$ cat src/rtl/adsr_env_if.sv
// adsr_env_if: envelope control inputs and envelope/stage outputs of adsr_env.
// master drives the note gate, step clock and rates; slave is the envelope generator.
interface adsr_env_if #(
    parameter int W = 8
) ();
    logic         clk_adsr;
    logic         gate;
    logic [W-1:0] attack;
    logic [W-1:0] decay;
    logic [W-1:0] sustain;
    logic [W-1:0] release_rate;
    logic [W-1:0] env;
    logic [2:0]   stage;
    logic         active;

    modport master (
        output clk_adsr, gate, attack, decay, sustain, release_rate,
        input  env, stage, active
    );

    modport slave (
        input  clk_adsr, gate, attack, decay, sustain, release_rate,
        output env, stage, active
    );
endinterface

$ cat src/rtl/adsr_env.sv
// adsr_env: ADSR envelope generator stepped by a synchronized tick, gated by a synchronized note gate.
// Define ADSR_EXP_EN for exponential DECAY/RELEASE slope (step = rate + env/8); default is linear.
//
// state   | meaning
// IDLE    | no note, env held at 0
// ATTACK  | env rises by attack each tick until full scale
// DECAY   | env falls each tick until it reaches the sustain level
// SUSTAIN | env follows the sustain input every clk while gate stays high
// RELEASE | env falls each tick until 0, then back to IDLE
module adsr_env #(
    parameter int W = 8
) (
    input logic       clk,
    input logic       arst_n,
    adsr_env_if.slave bus
);
    typedef enum logic [2:0] {
        IDLE    = 3'd0,
        ATTACK  = 3'd1,
        DECAY   = 3'd2,
        SUSTAIN = 3'd3,
        RELEASE = 3'd4
    } state_t;

    localparam logic [W:0] FULL = {1'b0, {W{1'b1}}};

    state_t       stage;
    logic [W-1:0] env;
    logic         active;

    // [0],[1] synchronize, [2] holds the previous synchronized level
    logic [2:0] ck_sr;
    logic [2:0] gt_sr;
    logic       tick;
    logic       rise;
    logic       fall;

    logic [W:0] env_w;
    logic [W:0] sus_w;
    logic [W:0] sum_att;
    logic [W:0] dec_gap;
    logic [W:0] step_dec;
    logic [W:0] step_rel;

    always_ff @(posedge clk or negedge arst_n) begin
        if (!arst_n) begin
            ck_sr <= '0;
            gt_sr <= '0;
        end else begin
            ck_sr <= {ck_sr[1:0], bus.clk_adsr};
            gt_sr <= {gt_sr[1:0], bus.gate};
        end
    end

    assign tick = ck_sr[1] & ~ck_sr[2];
    assign rise = gt_sr[1] & ~gt_sr[2];
    assign fall = ~gt_sr[1] & gt_sr[2];

    // All arithmetic one bit wider than env so sums and steps never wrap.
    always_comb begin
        env_w   = {1'b0, env};
        sus_w   = {1'b0, bus.sustain};
        sum_att = env_w + {1'b0, bus.attack};
        dec_gap = env_w - sus_w;
`ifdef ADSR_EXP_EN
        step_dec = {1'b0, bus.decay} + (env_w >> 3);
        step_rel = {1'b0, bus.release_rate} + (env_w >> 3);
`else
        step_dec = {1'b0, bus.decay};
        step_rel = {1'b0, bus.release_rate};
`endif
    end

    // Gate events win over a coincident tick; that tick is simply lost.
    always_ff @(posedge clk or negedge arst_n) begin
        if (!arst_n) begin
            stage  <= IDLE;
            env    <= '0;
            active <= 1'b0;
        end else if (rise) begin
            stage  <= ATTACK;
            active <= 1'b1;
        end else if (fall) begin
            if (stage == ATTACK || stage == DECAY || stage == SUSTAIN) begin
                stage  <= RELEASE;
                active <= 1'b1;
            end
        end else begin
            case (stage)
                IDLE: begin
                    env <= '0;
                end
                ATTACK: begin
                    if (tick && bus.attack != '0) begin
                        if (sum_att >= FULL) begin
                            env   <= FULL[W-1:0];
                            stage <= DECAY;
                        end else begin
                            env <= sum_att[W-1:0];
                        end
                    end
                end
                DECAY: begin
                    if (tick) begin
                        if (env_w <= sus_w || (step_dec != '0 && step_dec >= dec_gap)) begin
                            env   <= bus.sustain;
                            stage <= SUSTAIN;
                        end else if (step_dec != '0) begin
                            env <= env - step_dec[W-1:0];
                        end
                    end
                end
                SUSTAIN: begin
                    env <= bus.sustain;
                end
                RELEASE: begin
                    if (tick && step_rel != '0) begin
                        if (step_rel >= env_w) begin
                            env    <= '0;
                            stage  <= IDLE;
                            active <= 1'b0;
                        end else begin
                            env <= env - step_rel[W-1:0];
                        end
                    end
                end
                default: begin
                    stage  <= IDLE;
                    env    <= '0;
                    active <= 1'b0;
                end
            endcase
        end
    end

    assign bus.env    = env;
    assign bus.stage  = stage;
    assign bus.active = active;
endmodule
$ cat src/flat_wrapper.sv
// flat-port wrapper written by rule: the top's interface ports become plain ports
module adsr_env_flat 
#(
    parameter int W = 8
)
  (clk, arst_n, bus_clk_adsr, bus_gate, bus_attack, bus_decay, bus_sustain, bus_release_rate, bus_env, bus_stage, bus_active);
  adsr_env_if #(.W(W)) bus_i ();
  input logic clk;
  input logic arst_n;
  input wire logic [$bits(bus_i.clk_adsr)-1:0] bus_clk_adsr;
  input wire logic [$bits(bus_i.gate)-1:0] bus_gate;
  input wire logic [$bits(bus_i.attack)-1:0] bus_attack;
  input wire logic [$bits(bus_i.decay)-1:0] bus_decay;
  input wire logic [$bits(bus_i.sustain)-1:0] bus_sustain;
  input wire logic [$bits(bus_i.release_rate)-1:0] bus_release_rate;
  output wire logic [$bits(bus_i.env)-1:0] bus_env;
  output wire logic [$bits(bus_i.stage)-1:0] bus_stage;
  output wire logic [$bits(bus_i.active)-1:0] bus_active;
  assign bus_i.clk_adsr = bus_clk_adsr;
  assign bus_i.gate = bus_gate;
  assign bus_i.attack = bus_attack;
  assign bus_i.decay = bus_decay;
  assign bus_i.sustain = bus_sustain;
  assign bus_i.release_rate = bus_release_rate;
  assign bus_env = bus_i.env;
  assign bus_stage = bus_i.stage;
  assign bus_active = bus_i.active;
  adsr_env #(.W(W)) u_core (.clk(clk), .arst_n(arst_n), .bus(bus_i));
endmodule
$ cat config.mk
export PLATFORM = sky130hd
export DESIGN_NAME = adsr_env_flat
export DESIGN_NICKNAME = d
export VERILOG_FILES = /design/src/rtl/adsr_env_if.sv /design/src/rtl/adsr_env.sv /design/src/flat_wrapper.sv
export SDC_FILE = /design/constraint.sdc
export NUM_CORES = 1
export LEC_CHECK = 0
export CORE_MARGIN = 3
export CORE_UTILIZATION = 55
export DETAILED_ROUTE_END_ITERATION = 7
export PLACE_DENSITY_LB_ADDON = 0.05
export SLEW_MARGIN = 30
export SYNTH_ARGS = -nofsm -noshare
export SYNTH_HDL_FRONTEND = slang
export SYNTH_SLANG_ARGS = --single-unit
$ cat constraint.sdc
create_clock -name clk -period 10.4 [get_ports clk]
set_clock_uncertainty 0.2 [all_clocks]
set_input_delay 1.56 -clock clk [delete_from_list [all_inputs] [get_ports clk]]
set_output_delay 1.56 -clock clk [all_outputs]
set_load 0.005 [all_outputs]
==> results of run 1 <==
[layout by cell type, fill, tap and decap left out, types with 2 or more instances in the layout]
master and instances:
clkdlybuf4s50_1 47, ha_1 41, inv_1 38, o21ai_0 20, nor2_1 20, nand2_1 18, dfrtp_1 18, a21oi_1 17
xnor2_1 14, o21a_1 9, nor2b_1 8, nand2b_1 8, mux2i_1 8, a21o_1 7, xor2_1 5, nor3_1 5
nand4_1 5, o21ai_1 5, nor4_1 5, o21bai_1 4, o31ai_1 4, a31oi_1 4, a221oi_1 4, o221ai_1 4
fa_1 4, clkbuf_8 4, or3_1 3, o22ai_1 3, or4_1 3, a211oi_1 3, a2111oi_0 3, nor3b_1 2
and3_1 2, a21boi_0 2, a2bb2oi_1 2, a22oi_1 2, o311ai_1 2
[routing by layer]
metal / global-route usage, % / part of all wire, %
met3: 4.35 / 8.1
met4: 5.63 / 1.6
met1: 35.1 / 43
met2: 44.8 / 47
met5: 0 / 0
[final cells by class]
| cell class | count | area [sq um] | share of cell area [%] |
|---|---|---|---|
| multi-input combinational | 266 | 2060 | 63.5 |
| timing repair buffer | 47 | 470 | 14.5 |
| sequential | 18 | 450 | 13.9 |
| inverter | 38 | 143 | 4.40 |
| tap | 52 | 65.1 | 2.01 |
| clock buffer | 4 | 55.1 | 1.70 |
[power groups by stage]
stage | Clock (mW) | Sequential (mW) | Combinational, mW
floorplan | 0 | 0.106 | 0.294
global route | 0.0619 | 0.118 | 0.460
detailed placement | 0 | 0.117 | 0.407
global placement | 0 | 0.118 | 0.396
CTS | 0.0575 | 0.116 | 0.408
finish | 0.0566 | 0.117 | 0.412
[registers in the layout (all words and copies together) (netlist names)]
register and flops:
u_core.bus.stage 3, u_core.bus.env 8, u_core.gt_sr 3, u_core.ck_sr 3, u_core.bus.active 1
[worst max path at each step]
stage                     cells past startpoint                              end            from
final                                        16  u_core.bus.stage[1]$_DFFE_PN0P_  bus_sustain[1]
after global routing                         16  u_core.bus.stage[1]$_DFFE_PN0P_  bus_sustain[1]
after CTS                                    16  u_core.bus.stage[1]$_DFFE_PN0P_  bus_sustain[1]
after detailed placement                     16  u_core.bus.stage[1]$_DFFE_PN0P_  bus_sustain[1]
after global placement                       16  u_core.bus.stage[1]$_DFFE_PN0P_  bus_sustain[1]
after floorplan                              14  u_core.bus.stage[1]$_DFFE_PN0P_  bus_sustain[0]
[logic make-up after synthesis]
logic type	synth area share, %
fa+ha+maj	22.3
mux	3.43
buf+inv	5.74
xor+xnor	6.26
simple gates	17.3
compound gates	28.0
flops	16.9
[worst max-delay path, delay by kind of cell]
kind / cells / cell delay [ps]
AO/OA/AOI/OAI: 8 / 1620
XOR/XNOR: 1 / 180
adder cells (fa/ha/maj): 2 / 500
buffers and inverters: 2 / 610
AND/OR/NAND/NOR: 3 / 780
==> out/metrics.cfg, run 1 <==
[hold_path]
min_from=u_core.ck_sr[0]$_DFF_PN0_
min_to=u_core.ck_sr[1]$_DFF_PN0_
holdCritPathClass=reg -> reg
holdPathStages=0

[synthesis]
syn_area_sq_um=2660
synth-seq-area-share_pct=16.9
syn-num-nets=405
async_reset_ff_share_pct=100
synth_top_cell_by_area=ha_1
netlist_instances=324
synth_edf_count=0
ys_ff_latch=18
avgSynthCellArea_sq_um=8.21
yosys-top-cells-area=ha_1, dfrtp_1, inv_1
yosys_warnings=0
ys_types=56
synth.most_common_cell=ha_1
synth_ff_type=dfrtp_1
synth_top_area_share_pct=19.3
synth_commonest_cells=ha_1, inv_1, nor2_1, o21ai_0

[global_route]
grt_pass1_wl_um=11500
overflow=0
antenna_found_initial=0
track_usage_pct=26.3
grt_pass1_vias=2502
grt_max_degree=19

[timing]
min_period_ps=5310
final-hold-violation-count=0
setup_viol_count_final=0
fmax_mhz=188
rsz0062_at_grt=no
fin_ws_ps=5090
tns_ps=0
max-slew-margin-rel_pct=44.7
whs_ps=165
finalCritPeriodShare_pct=51.1
slew_violations=0
worst_pin_slew_ps=827

[critical_path]
critPathRequiredTime_ps=10340
r2r_slack_ps=6330
cpPeakStageDelay_ps=530
worst_setup_path_end_kind=register
path_class=in -> reg
crit_path_cell_trace=clkdlybuf4s50_1 -> inv_1 -> ha_1 -> nor2b_1 -> o21ai_0 -> a21oi_1 -> nor2_1 -> o21bai_1 -> a21oi_1 -> xor2_1 -> ha_1 -> a2111oi_0 -> nor4_1 -> a21oi_4 -> a311o_1 -> a221o_1
r2r_cells=14
crit_path_max_fanout=9
slowest_stage=clkdlybuf4s50_1
cp-start-kind=primary input
worst_ep_arrival_time_ps=5250
timing.rr.start=u_core.bus.env[1]$_DFFE_PN0P_
r2r_end=u_core.bus.stage[1]$_DFFE_PN0P_

[power_and_ir_drop]
p_clk_share_pct=9.7
peakVddDrop_mv=0.0906
internal_power_mw=0.315
pwr-share-comb_pct=70.4
power_density_nw_per_um2=180
p_sw_mw=0.270
p_seq_share_pct=20.0
p_leak_nw=1.44
power_mw=0.585
switching_share_pct=46.1

[detailed_routing]
drtIter0Drc=161
wl_um=7200
drc=0
first_pass_iters=5
routed_via_density=6.28
antenna_left=0
wl_per_cell_um=16.9
vias=2668

[job]
timing.max_cap.violations=0

[layout]
nets=455
final_cell_count_no_fill=425
areaGrowthSynthToFinish_pct=21.8
antenna_cells=0
utilization_pct=71.9
nFillCells=394
drive_gt1_share_pct=2.95
stdcell_area_sq_um=3240

[place]
dp.cells=421
placed_area_sq_um=3190
hpwl_um=6040
port_buffers=47
pre_cts_ws_ps=4830
gp_congestion=0.956

[floorplanning]
chipWidth_um=75.5
start_util_pct=59.1
dieArea_sq_um=5710
die_height_um=75.5
io_pins=48
fp.coreArea_sq_um=4500
num_rows=24

[clock_network]
postCtsResizedCells=0
numCtsBuffers=3
hold_buffers=0
htree_num_levels=1
clockBufferDepth=2
clock_latency_ps=250
cts.sinks=18
path_clk_slew_ps=70
cts_setup_buffers=0
cts_tree=done
root_buffer=clkbuf_8

[status]
status=complete, no violations

(Power assumes the default switching activity.)
==> inputs of run 2 (changes only) <==
CORE_UTILIZATION = 54   (was 55)
clock period = 4.9 ns   (was 10.4 ns; I/O delays follow)
==> out/metrics.cfg, run 2 (synthesis results as in run 1) <==
[timing]
fmax_mhz=223
min_period_ps=4480
tns_ps=0  ; unchanged
final-hold-violation-count=0  ; unchanged
worst_pin_slew_ps=822  ; -5.21 ps
max-slew-margin-rel_pct=45.0  ; +0.29 points
rsz0062_at_grt=no
fin_ws_ps=424  ; -4670 ps
slew_violations=0  ; unchanged
setup_viol_count_final=0  ; unchanged
finalCritPeriodShare_pct=91.3

[critical_path]
path_class=in -> reg
cp-start-kind=primary input
worst_ep_arrival_time_ps=4410  ; -840 ps
cpPeakStageDelay_ps=530  ; about the same
r2r_slack_ps=810  ; -5520 ps
crit_path_cell_trace=clkdlybuf4s50_1 -> inv_1 -> ha_1 -> nor2b_1 -> o21ai_0 -> a21oi_1 -> nor2_1 -> o21bai_1 -> a21oi_1 -> xor2_1 -> ha_1 -> a2111oi_0 -> nor4_1 -> a21oi_4 -> a311o_1 -> a221o_1
slowest_stage=clkdlybuf4s50_1
crit_family=compound AO/OA/AOI/OAI gates
crit_path_max_fanout=9  ; unchanged
path_buf_inv=2  ; unchanged
critPathRequiredTime_ps=4840  ; -5500 ps
worst_setup_path_end_kind=register

[floorplanning]
io_pins=48  ; unchanged
die_height_um=76.2  ; +0.85%
start_util_pct=58.3  ; -0.78 points
dieArea_sq_um=5800  ; +1.7%
num_rows=24  ; unchanged
fp.coreArea_sq_um=4560  ; +1.3%
chipWidth_um=76.2  ; +0.85%

[layout]
largest_reg_flops=8  ; unchanged
final_cell_mix=clkdlybuf4s50_1, ha_1, inv_1
utilization_pct=71.4  ; -0.59 points
nets=455  ; unchanged
ff_latch_area_sq_um=450  ; unchanged
stdcell_area_sq_um=3260  ; +0.50%
layout_commonest_cell=clkdlybuf4s50_1
largest-register=u_core.bus.env
nFillCells=386  ; -2.0%
antenna_cells=0  ; unchanged
multiInputGateArea_sq_um=2060  ; unchanged
drive_gt1_share_pct=2.95  ; unchanged
areaGrowthSynthToFinish_pct=22.4

[place]
hpwl_um=6030  ; -0.15%
port_buffers=47  ; unchanged
gp_congestion=0.897  ; -6.2%
placed_area_sq_um=3200  ; +0.51%
pre_cts_ws_ps=169  ; -4660 ps

[power_and_ir_drop]
power_density_nw_per_um2=379  ; +110%
p_leak_nw=1.44  ; unchanged
peakVddDrop_mv=0.218  ; +140%
power_mw=1.24  ; +110%

[clock_network]
path_clk_slew_ps=60  ; about the same
htree_num_levels=1  ; unchanged
numCtsBuffers=3  ; unchanged
hold_buffers=0  ; unchanged
postCtsResizedCells=0  ; unchanged
clockBufferDepth=2  ; unchanged
clock_latency_ps=250  ; about the same
cts.sinks=18  ; unchanged
cts_setup_buffers=0  ; unchanged
root_buffer=clkbuf_8
cts_tree=done

[detailed_routing]
vias=2669  ; +0.037%
drc=0  ; unchanged
maxUsedRoutingLayer=met4
routed-wl-met2_um=3400  ; +0.21%
wl_um=7270  ; +1.0%
m1WireLength_um=3210  ; +3.2%
drtIter0Drc=178  ; +11%
antenna_left=0  ; unchanged
wl_met3_um=499  ; -14%
first_pass_iters=5  ; unchanged
routed_via_density=6.09  ; -2.9%
wl_per_cell_um=16.6  ; -2.0%

[hold_path]
holdCritPathClass=reg -> reg

[global_route]
grt_pass1_wl_um=11900  ; +3.7%
grt_max_degree=19  ; unchanged
antenna_found_initial=0  ; unchanged
overflow=0  ; unchanged
grt_pass1_vias=2537  ; +1.4%
track_usage_pct=24.8  ; -1.6 points

[status]
status=complete, no violations

[job]
timing.max_cap.violations=0  ; unchanged

==> run 2: cell counts in the layout (fill, tap and decap cells not counted) <==
No cell type changed its count.
==> run 2: layer usage <==
metal  vias up  GRT usage [%]
met3        18           4.49
met4         0           7.43
met2        85           41.1
li1       1308              -
met5         -              0
met1      1258           32.8
==> run 2: layout make-up <==
class	count	share of cell area [%]
clock buffers	4	1.69
inverters	38	4.38
multi-input cells	266	63.2
flip-flops and latches	18	13.8
well taps	65	2.50
repair buffers	47	14.4
==> run 2: worst paths after layout <==
kind                                                     from  cells past startpoint                              end
worst max-delay path                           bus_sustain[1]                     16  u_core.bus.stage[1]$_DFFE_PN0P_
worst min-delay path                u_core.gt_sr[0]$_DFF_PN0_                      0        u_core.gt_sr[1]$_DFF_PN0_
worst max register to register  u_core.bus.env[1]$_DFFE_PN0P_                     14  u_core.bus.stage[1]$_DFFE_PN0P_
worst min register to register      u_core.gt_sr[0]$_DFF_PN0_                      0        u_core.gt_sr[1]$_DFF_PN0_
max in group asynchronous                              arst_n                      1  u_core.bus.stage[1]$_DFFE_PN0P_
min in group asynchronous                              arst_n                      1    u_core.bus.env[3]$_DFFE_PN0P_
==> run 2: stage by stage <==
stage,hold WS (ps),instances
after floorplan,131,324
after global placement,133,434
after detailed placement,139,434
after CTS,155,438
after global routing,165,438
final,152,438
==> run 2: report_power, final <==
part	total [mW]	internal, mW	switching [mW]
sequential	0.247	0.182	0.0650
clock	0.119	0.0714	0.0481
combinational	0.869	0.416	0.453
==> inputs of run 3 (changes only) <==
CORE_UTILIZATION = 49   (was 54)
clock period = 3.8 ns   (was 4.9 ns; I/O delays follow)
==> out/metrics.cfg, run 3 (synthesis results as in run 1) <==
[status]
status=complete, no violations

[clock_network]
clock_latency_ps=260  ; about the same
path_clk_slew_ps=70  ; about the same
cts.sinks=18  ; unchanged
numCtsBuffers=3  ; unchanged
cts_tree=done
root_buffer=clkbuf_8
htree_num_levels=1  ; unchanged
clockBufferDepth=2  ; unchanged

[critical_path]
critPathRequiredTime_ps=3740  ; -1100 ps
cpPeakStageDelay_ps=490  ; -40 ps
crit_path_cell_trace=clkdlybuf4s50_1 -> inv_1 -> ha_4 -> nor2_1 -> a21oi_2 -> nor2_2 -> o21bai_1 -> a21oi_1 -> xor2_1 -> ha_2 -> nor3_2 -> nor4_4 -> a21oi_4 -> a311o_1 -> a221o_1
slowest_stage=clkdlybuf4s50_1
r2r_cells=12  ; -2
crit_path_max_fanout=5  ; -4
cp-start-kind=primary input
worst_setup_path_end_kind=register
worst_ep_arrival_time_ps=3670  ; -740 ps
path_class=in -> reg

[power_and_ir_drop]
p_leak_nw=1.67  ; +16%
power_mw=1.88  ; +52%
peakVddDrop_mv=0.197  ; -9.6%
power_density_nw_per_um2=506  ; +33%

[detailed_routing]
first_pass_iters=4  ; -1
antenna_left=0  ; unchanged
wl_um=8210  ; +13%
routed_via_density=5.82  ; -4.5%
drc=0  ; unchanged
vias=2800  ; +4.9%
wl_per_cell_um=17.1  ; +2.8%
drtIter0Drc=211  ; +19%

[layout]
largest_reg_flops=8  ; unchanged
final_cell_mix=clkdlybuf4s50_1, inv_1, buf_4
ff_latch_area_sq_um=450  ; unchanged
areaGrowthSynthToFinish_pct=39.7
largest-register=u_core.bus.env
nFillCells=408  ; +5.7%
nets=493  ; +8.4%
layout_commonest_cell=clkdlybuf4s50_1
multiInputGateArea_sq_um=2220  ; +7.8%
drive_gt1_share_pct=17.5  ; +15 points
final_cell_count_no_fill=481  ; +9.8%
antenna_cells=0  ; unchanged

[timing]
fmax_mhz=268
min_period_ps=3720
slew_violations=0  ; unchanged
tns_ps=0  ; unchanged
final-hold-violation-count=0  ; unchanged
finalCritPeriodShare_pct=98.0
worst_pin_slew_ps=803  ; -19.1 ps
whs_ps=156  ; +4.03 ps
setup_viol_count_final=0  ; unchanged
max-slew-margin-rel_pct=46.3  ; +1.3 points

[global_route]
grt_max_degree=19  ; unchanged
antenna_found_initial=0  ; unchanged
grt_pass1_vias=2761  ; +8.8%
track_usage_pct=26.4  ; +1.6 points
grt_pass1_wl_um=13400  ; +12%
overflow=0  ; unchanged

[floorplanning]
chipWidth_um=79.7  ; +4.6%
fp.coreArea_sq_um=5170  ; +13%
dieArea_sq_um=6350  ; +9.4%
num_rows=26  ; +8.3%
start_util_pct=51.4  ; -6.9 points
die_height_um=79.7  ; +4.6%
io_pins=48  ; unchanged

[job]
timing.max_cap.violations=0  ; unchanged

[place]
dp.cells=476  ; +9.7%
hpwl_um=6630  ; +10%
port_buffers=47  ; unchanged
gp_congestion=0.929  ; +3.6%

[hold_path]
holdPathStages=0  ; unchanged
holdCritPathClass=reg -> reg

run 3: worst paths after layout:
path | from | end | slack (ps)
min in group asynchronous | arst_n | u_core.bus.env[5]$_DFFE_PN0P_ | 580
worst max register to register | u_core.bus.env[1]$_DFFE_PN0P_ | u_core.bus.env[1]$_DFFE_PN0P_ | 130
worst max-delay path | bus_sustain[3] | u_core.bus.stage[1]$_DFFE_PN0P_ | 80
worst min-delay path | u_core.ck_sr[0]$_DFF_PN0_ | u_core.ck_sr[1]$_DFF_PN0_ | 160
max in group asynchronous | arst_n | u_core.bus.stage[2]$_DFFE_PN0P_ | 2330
worst min register to register | u_core.ck_sr[0]$_DFF_PN0_ | u_core.ck_sr[1]$_DFF_PN0_ | 160
run 3: area by class of cell:
type                    count  share of cell area [%]
multi-input cells         266                    59.6
inverters                  38                    3.84
repair buffers             85                    20.6
flip-flops and latches     18                    12.1
clock buffers               4                    1.48
well taps                  70                    2.36
run 3: layer usage:
metal | global-route usage (%) | vias up | share of wire [%]
met5 | 0 | - | 0
met4 | 6.70 | 0 | 1.3
met3 | 2.14 | 15 | 5.3
met2 | 45.7 | 95 | 50
met1 | 35.1 | 1307 | 44
li1 | - | 1383 | -
run 3: critical path: cells and delay by family:
family,cells,cell delay [ps]
AO/OA/AOI/OAI,6,1160
XOR/XNOR,1,190
buffers and inverters,2,580
AND/OR/NAND/NOR,4,720
adder cells (fa/ha/maj),2,440
run 3: what timing repair did:
item | CTS | global route
pin swaps | 12 | 10
setup endpoints to repair | 11 | 11
gates resized for setup | 14 | 19
hold buffers | 0 | 0
setup buffers | 1 | 0
run 3: power breakdown:
group	switching, mW	internal (mW)	total (mW)
Combinational	0.720	0.708	1.43
Clock	0.0686	0.0922	0.161
Sequential	0.0600	0.234	0.294
run 3: stage by stage:
step / area (sq um) / util [%] / setup slack [ps]
after floorplan: 2660 / - / 78.5
after global placement: 3490 / 67.4 / -455
after detailed placement: 3490 / 67.4 / -579
after CTS: 3610 / 69.8 / -22.9
after global routing: 3720 / 71.9 / -29.7
final: 3720 / 71.9 / 75.5
